File: src/rtl/div_unit.sv
// Multi-cycle signed divider (MIPS DIV): restoring division on magnitudes, one
// quotient bit per clock, then sign correction. Remainder on hiOut, quotient on loOut.
module div_unit #(
  parameter int unsigned WIDTH = 32
) (
  input  logic             clk,
  input  logic             reset,
  input  logic             divStart,
  input  logic [WIDTH-1:0] divA,
  input  logic [WIDTH-1:0] divB,
  output logic [WIDTH-1:0] hiOut,
  output logic [WIDTH-1:0] loOut,
  output logic             divDone,
  output logic             divBusy,
  output logic             divZero
);

  localparam int unsigned CW = $clog2(WIDTH + 1);

  typedef enum logic [1:0] {IDLE, RUN, FIX, DONE} state_t;

  state_t           state_q, state_d;
  logic [CW-1:0]    cnt_q, cnt_d;
  logic [WIDTH-1:0] rem_q, rem_d;
  logic [WIDTH-1:0] quo_q, quo_d;
  logic [WIDTH-1:0] dvs_q, dvs_d;
  logic [WIDTH-1:0] hi_q, hi_d;
  logic [WIDTH-1:0] lo_q, lo_d;
  logic             quo_sign_q, quo_sign_d;
  logic             rem_sign_q, rem_sign_d;
  logic             zero_q, zero_d;

  logic [WIDTH-1:0] mag_a, mag_b;
  logic [WIDTH:0]   trial;

  always_comb begin
    state_d    = state_q;
    cnt_d      = cnt_q;
    rem_d      = rem_q;
    quo_d      = quo_q;
    dvs_d      = dvs_q;
    hi_d       = hi_q;
    lo_d       = lo_q;
    quo_sign_d = quo_sign_q;
    rem_sign_d = rem_sign_q;
    zero_d     = zero_q;

    mag_a = divA[WIDTH-1] ? -divA : divA;
    mag_b = divB[WIDTH-1] ? -divB : divB;
    // Shifted partial remainder with the next dividend bit, minus divisor, one bit wider
    trial = {rem_q, quo_q[WIDTH-1]} - {1'b0, dvs_q};

    unique case (state_q)
      IDLE: begin
        if (divStart) begin
          if (divB == '0) begin
            zero_d  = 1'b1;
            state_d = DONE;
          end else begin
            quo_d      = mag_a;
            dvs_d      = mag_b;
            rem_d      = '0;
            cnt_d      = '0;
            quo_sign_d = divA[WIDTH-1] ^ divB[WIDTH-1];
            rem_sign_d = divA[WIDTH-1];
            zero_d     = 1'b0;
            state_d    = RUN;
          end
        end
      end
      RUN: begin
        if (!trial[WIDTH]) begin
          rem_d = trial[WIDTH-1:0];
          quo_d = {quo_q[WIDTH-2:0], 1'b1};
        end else begin
          rem_d = {rem_q[WIDTH-2:0], quo_q[WIDTH-1]};
          quo_d = {quo_q[WIDTH-2:0], 1'b0};
        end
        cnt_d = cnt_q + 1'b1;
        if (cnt_q == CW'(WIDTH - 1)) state_d = FIX;
      end
      FIX: begin
        lo_d    = quo_sign_q ? -quo_q : quo_q;
        hi_d    = rem_sign_q ? -rem_q : rem_q;
        state_d = DONE;
      end
      DONE: state_d = IDLE;
      default: state_d = IDLE;
    endcase
  end

  always_ff @(posedge clk) begin
    if (!reset) begin
      state_q    <= IDLE;
      cnt_q      <= '0;
      rem_q      <= '0;
      quo_q      <= '0;
      dvs_q      <= '0;
      hi_q       <= '0;
      lo_q       <= '0;
      quo_sign_q <= 1'b0;
      rem_sign_q <= 1'b0;
      zero_q     <= 1'b0;
    end else begin
      state_q    <= state_d;
      cnt_q      <= cnt_d;
      rem_q      <= rem_d;
      quo_q      <= quo_d;
      dvs_q      <= dvs_d;
      hi_q       <= hi_d;
      lo_q       <= lo_d;
      quo_sign_q <= quo_sign_d;
      rem_sign_q <= rem_sign_d;
      zero_q     <= zero_d;
    end
  end

  assign hiOut   = hi_q;
  assign loOut   = lo_q;
  assign divZero = zero_q;
  assign divDone = (state_q == DONE);
  assign divBusy = (state_q != IDLE);

endmodule

File: config.mk
export PLATFORM = sky130hd
export DESIGN_NAME = div_unit
export DESIGN_NICKNAME = d
export VERILOG_FILES = /design/src/rtl/div_unit.sv
export SDC_FILE = /design/constraint.sdc
export NUM_CORES = 1
export LEC_CHECK = 0
export CORE_UTILIZATION = 28
export CTS_BUF_LIST = sky130_fd_sc_hd__clkbuf_2 sky130_fd_sc_hd__clkbuf_4 sky130_fd_sc_hd__clkbuf_8
export DETAILED_ROUTE_END_ITERATION = 8
export MAX_ROUTING_LAYER = met4
export PLACE_DENSITY = 0.52
export SYNTH_ARGS = -nofsm -noshare
export SYNTH_HDL_FRONTEND = slang
export SYNTH_SLANG_ARGS = --single-unit
File: constraint.sdc
create_clock -name clk -period 2.9 [get_ports clk]
set_input_delay 0.435 -clock clk [delete_from_list [all_inputs] [get_ports clk]]
set_output_delay 0.435 -clock clk [all_outputs]
set_load 0.005 [all_outputs]
==> flow_summary.ini, run 1 <==
[floorplan]
die_area_mm2 = 0.0391
die_w_um = 198
start_util = 0.285
core-area_mm2 = 0.0377
die_h_um = 198
num_rows = 71
io_pins = 134

[layout]
layout_commonest_cell = buf_4
multi_input_area_mm2 = 0.00734
nFillCells = 3889
drive_gt1_frac = 0.207
area_delta_synth_final_pct = 41.8
ff_latch_area_mm2 = 0.00343
fin_nets = 1780
fin_util = 0.404
final_cell_mix = buf_4 (199), nand2_1 (169), dfxtp_1 (166)
final_cells = 2195
final_area_mm2 = 0.0152

[timing]
period_share = 1.02
maxSlewViolCount = 0
holdWs_ns = 0.452
final.setup.worst_slack_ns = -0.0601
tns_ns = -0.0663
slew_headroom = 0.387
setup_viol = 5
rsz0062_at_grt = true
tightest_slew_ns = 0.919
fin_crit_ns = 2.96
finalHoldViolCount = 0
clock_skew_ns = 0.0162
max_freq_mhz = 338

[setup_path]
crit_path_end_kind = flop
crit_type = reg2reg
worstPathCellList = buf_4, ha_4, nor2b_4, o2111ai_4, a2111oi_4, buf_4, o21ai_4, a2111oi_4, nor2_2, mux2i_1, or4_1, nand2_1
critPathSlowestCell = or4_1
startpoint_type = flop
cp_slowest_stage_delay_ns = 0.54
cp_max_fo = 3
arrival_ns = 3.37
required_ns = 3.31

[place]
dp.cells = 2147
placed_area_mm2 = 0.0140
gp_congestion = 0.879
dp_hpwl_um = 24700
portBuffers = 133

[synthesis]
synth_seq_cells = 171
ys_types = 62
syn-num-nets = 1497
synth.cell_area_mm2 = 0.0107
synthCells = 1387
yosysWarnings = 0
synthFlopType = dfxtp_1
async_reset_ff_frac = 0
syn_avg_cell_area_um2 = 7.74
ys_seq_area_frac = 0.319
synth-edff-count = 0

[global_routing]
grt_first_pass_wirelength_um = 52000
grt_overflow = 0
antenna_found_initial = 1
grt_pass1_vias = 9878
grt_max_degree = 117
grt_use_total = 0.171

[job]
max_cap_violations = 0

[routing]
wl_per_cell_um = 15.0
via_per_inst = 4.87
route.detailed.drc = 0
drt_first_pass_iters = 5
vias = 10700
drt-initial-drc-count = 590
wirelength_um = 33000
ant_nets = 0

[pwr]
leakage_nw = 6.10
power_density_mw_per_mm2 = 771
ir_drop_mv = 0.390

[clocking]
worst_skew_pair.late_latency_ns = 0.47
ctsHoldBuffers = 0
cts_tree = done
cts_buffers = 17
path_clk_slew_ns = 0.09
htreeDepth = 4
cts_buffer_depth = 2
root_buffer = clkbuf_8
clock_sinks = 171

[status]
outcome = complete, but fails checks
violations = negative setup slack

[min_path]
hold_path_class = reg2reg
[logic make-up after synthesis]
kind of cell | share of synthesized area
XOR/XNOR | 0.121
buffers and inverters | 0.0492
AO/OA/AOI/OAI | 0.239
AND/OR/NAND/NOR | 0.209
multiplexers | 0.0112
adder cells (fa/ha/maj) | 0.0508
flip-flops | 0.319
[final timing paths]
check	startpoint	endpoint	slack [ns]	depth (start not counted)
max reg2reg	rem_q[0]$_SDFFE_PN0P_	rem_q[27]$_SDFFE_PN0P_	-0.06	12
min reg2reg	loOut[28]$_SDFFE_PN0P_	loOut[28]$_SDFFE_PN0P_	0.45	2
max	rem_q[0]$_SDFFE_PN0P_	rem_q[27]$_SDFFE_PN0P_	-0.06	12
min	loOut[28]$_SDFFE_PN0P_	loOut[28]$_SDFFE_PN0P_	0.45	2
[critical path, delay by kind of cell (launching register included)]
family,cells,cell delay (ns)
AO/OA/AOI/OAI,4,0.96
flip-flops,1,0.38
buffers and inverters,2,0.32
AND/OR/NAND/NOR,4,0.87
adder cells (fa/ha/maj),1,0.25
multiplexers,1,0.13
[layout make-up]
cell class,instances,area share
antenna,1,0.000165
clock buffer,23,0.0192
clock inverter,9,0.00888
inverter,54,0.0134
multi-input combinational,1076,0.483
sequential,171,0.226
tap,511,0.0420
timing repair buffer,350,0.208
[per-layer routing]
layer	wire, um	GRT usage
met1	17000	0.248
met2	14200	0.246
met3	1340	0.0238
met4	430	0.0425
met5	0	-
[stage by stage]
stage | total power (W) | setup slack [ns]
after global routing | 0.0126 | -0.172
after CTS | 0.0114 | -0.0461
after floorplan | 0.00679 | -0.0399
final | 0.0117 | -0.0601
after global placement | 0.00921 | -0.541
after detailed placement | 0.00929 | -0.540
[flip-flops by register name (all words and copies together) (netlist names)]
| name | count |
|---|---|
| rem_sign_q | 1 |
| hiOut | 32 |
| quo_sign_q | 1 |
| divZero | 1 |
| cnt_q | 6 |
| state_q | 2 |
| loOut | 32 |
| quo_q | 32 |
| rem_q | 32 |
| dvs_q | 32 |
[synth_stat cells (12+ instances only)]
master    count  share of area
a211oi_1     91          0.064
a21o_1       20          0.014
a21oi_1      72          0.034
clkbuf_1     79          0.028
dfxtp_1     171           0.32
ha_1         42          0.049
inv_1        53          0.019
mux2i_1      12          0.011
nand2_1     171          0.060
nand3_1      78          0.036
nor2_1      127          0.044
nor2b_1      12         0.0070
nor3_1       15         0.0070
o21ai_0      91          0.042
o31ai_1      44          0.031
o41ai_1      15          0.012
or4_1        15          0.010
xnor2_1      35          0.029
xor2_1      113          0.092
[repair_timing]
item,4_1_cts,5_1_grt
endpoints found under the setup margin,55,77
hold endpoints to repair,0,0
pin swaps,6,39
buffers inserted,6,6
cloned,2,1
resized for setup,31,104
[power breakdown]
group,total [W],switching [W],internal (W)
Sequential,0.00340,0.000459,0.00294
Clock,0.00187,0.000927,0.000942
Combinational,0.00646,0.00340,0.00306
Total,0.0117,0.00479,0.00695
(Power assumes the default switching activity.)
==> run 2: changes to the inputs <==
--- a/config.mk
+++ b/config.mk
@@ -8,8 +8,9 @@
 export CORE_UTILIZATION = 28
 export CTS_BUF_LIST = sky130_fd_sc_hd__clkbuf_2 sky130_fd_sc_hd__clkbuf_4 sky130_fd_sc_hd__clkbuf_8
 export DETAILED_ROUTE_END_ITERATION = 8
+export DONT_BUFFER_PORTS = 1
 export MAX_ROUTING_LAYER = met4
-export PLACE_DENSITY = 0.52
+export PLACE_DENSITY = 0.47
 export SYNTH_ARGS = -nofsm -noshare
 export SYNTH_HDL_FRONTEND = slang
 export SYNTH_SLANG_ARGS = --single-unit
==> flow_summary.ini, run 2 (synthesized netlist as in run 1, its figures left out) <==
[status]
outcome = finished clean

[global_routing]
grt_pass1_vias = 9281
grt_use_total = 0.172
antenna_found_initial = 0
grt_max_degree = 51
grt_overflow = 0
grt_first_pass_wirelength_um = 51600

[min_path]
hold_path_class = in2reg
worstHoldEndpoint = rem_sign_q$_SDFFE_PN0P_
worstHoldStart = divA[31]
min_path_cells = 2

[layout]
fin_nets = 1581
insertedDiodeCount = 0
final_cell_mix = nand2_1 (170), dfxtp_1 (166), buf_4 (139)
drive_gt1_frac = 0.169
fin_util = 0.346
nFillCells = 4021
area_delta_synth_final_pct = 21.5
ff_latch_area_mm2 = 0.00343
multi_input_area_mm2 = 0.00707
layout_commonest_cell = nand2_1

[timing]
fin_crit_ns = 2.89
finalHoldViolCount = 0
rsz0062_at_grt = true
slew_headroom = 0.624
max_freq_mhz = 346
tightest_slew_ns = 0.561
setup_viol = 0
period_share = 0.996
maxSlewViolCount = 0
clock_skew_ns = 0.0170

[clocking]
path_clk_slew_ns = 0.10
cts_tree = done
root_buffer = clkbuf_8
cts_buffer_depth = 2
ctsHoldBuffers = 0
clock_sinks = 171
cts_buffers = 17
htreeDepth = 4
worst_skew_pair.late_latency_ns = 0.48

[setup_path]
cp_max_fo = 3
r2r_slack_ns = 0.01
reg2reg_to = loOut[29]$_SDFFE_PN0P_
crit_type = reg2reg
r2r_start = quo_q[6]$_SDFFE_PN0P_
cp_slowest_stage_delay_ns = 0.53
required_ns = 3.24
crit_path_end_kind = flop
startpoint_type = flop
critPathSlowestCell = or4_4
worstPathCellList = or4_4, or3_4, or4_4, or2_4, or3_4, o31ai_4, xor2_1, a21oi_1
arrival_ns = 3.23
startpoint = quo_q[6]$_SDFFE_PN0P_
rr_worst_depth = 8

[floorplan]
die_area_mm2 = 0.0391
io_pins = 134
start_util = 0.285
core-area_mm2 = 0.0377
num_rows = 71
die_w_um = 198
die_h_um = 198

[routing]
wirelength_um = 32700
vias = 9854
drt_first_pass_iters = 5
drt-initial-drc-count = 569
ant_nets = 0
via_per_inst = 4.94
route.detailed.drc = 0
wl_per_cell_um = 16.4

[place]
portBuffers = 0
gp_congestion = 0.866
dp_hpwl_um = 25500

[job]
max_cap_violations = 0

[pwr]
leakage_nw = 5.12
ir_drop_mv = 0.404
power_density_mw_per_mm2 = 811
p_total_w = 0.0106
run 2: changes by cell type in the layout (fill, tap and decap cells not counted), moves of 4 or more:
cell             previous run  this run
o21ai_1                    13         7
buf_6                       5         0
buf_4                     199       139
inv_6                       2         6
clkdlybuf4s50_1           131         0
nand3_1                    52        78
o21ai_0                    73        80
nand3_2                    19         0
nand3_4                     7         0
run 2: final cells by class:
type,count,share of cell area
well taps,511,0.0490
multi-input cells,1076,0.543
inverters,54,0.0157
repair buffers,151,0.0990
clock inverters,12,0.00960
clock buffers,20,0.0206
flip-flops and latches,171,0.263
run 2: metrics by stage:
stage	hold WS, ns	instances	cell area [um^2]	setup WS (ns)	setup TNS, ns
floorplan	0.432	1387	10700	-0.0399	-0.298
global placement	0.446	1956	12300	-0.438	-7.78
detailed placement	0.450	1956	12300	-0.286	-4.29
CTS	0.0720	1990	12800	-0.0687	-0.338
global route	0.0674	1995	13000	-0.0683	-1.07
finish	0.105	1995	13000	0.0120	0
run 2: worst max path at each step:
stage                                   endpoint
after floorplan           rem_q[30]$_SDFFE_PN0P_
after global placement    quo_q[31]$_SDFFE_PN0P_
after detailed placement  quo_q[31]$_SDFFE_PN0P_
after CTS                 rem_q[27]$_SDFFE_PN0P_
after global routing      loOut[29]$_SDFFE_PN0P_
final                     loOut[29]$_SDFFE_PN0P_
run 2: routing by layer:
layer | wire [um] | track usage
met5 | 0 | -
met1 | 17500 | 0.251
met3 | 1700 | 0.0402
met2 | 13000 | 0.232
met4 | 509 | 0.0451
run 2: what timing repair did:
item	in CTS	in global routing
pin swaps	5	13
cloned	1	0
setup endpoints to repair	22	41
buffers inserted	1	5
resized for setup	15	54
run 2: worst max-delay path, delay by kind of cell, from the launching register on:
family          cells  cell delay (ns)
compound gates      2             0.26
flops               1             0.33
xor+xnor            1             0.16
simple gates        5             2.00
run 2: report_power, final:
| part | total, W | switching (W) | leakage, nW | internal, W |
|---|---|---|---|---|
| sequential | 0.00346 | 0.000520 | 1.40 | 0.00294 |
| clock | 0.00175 | 0.000992 | 0.193 | 0.000759 |
| combinational | 0.00536 | 0.00304 | 3.53 | 0.00232 |
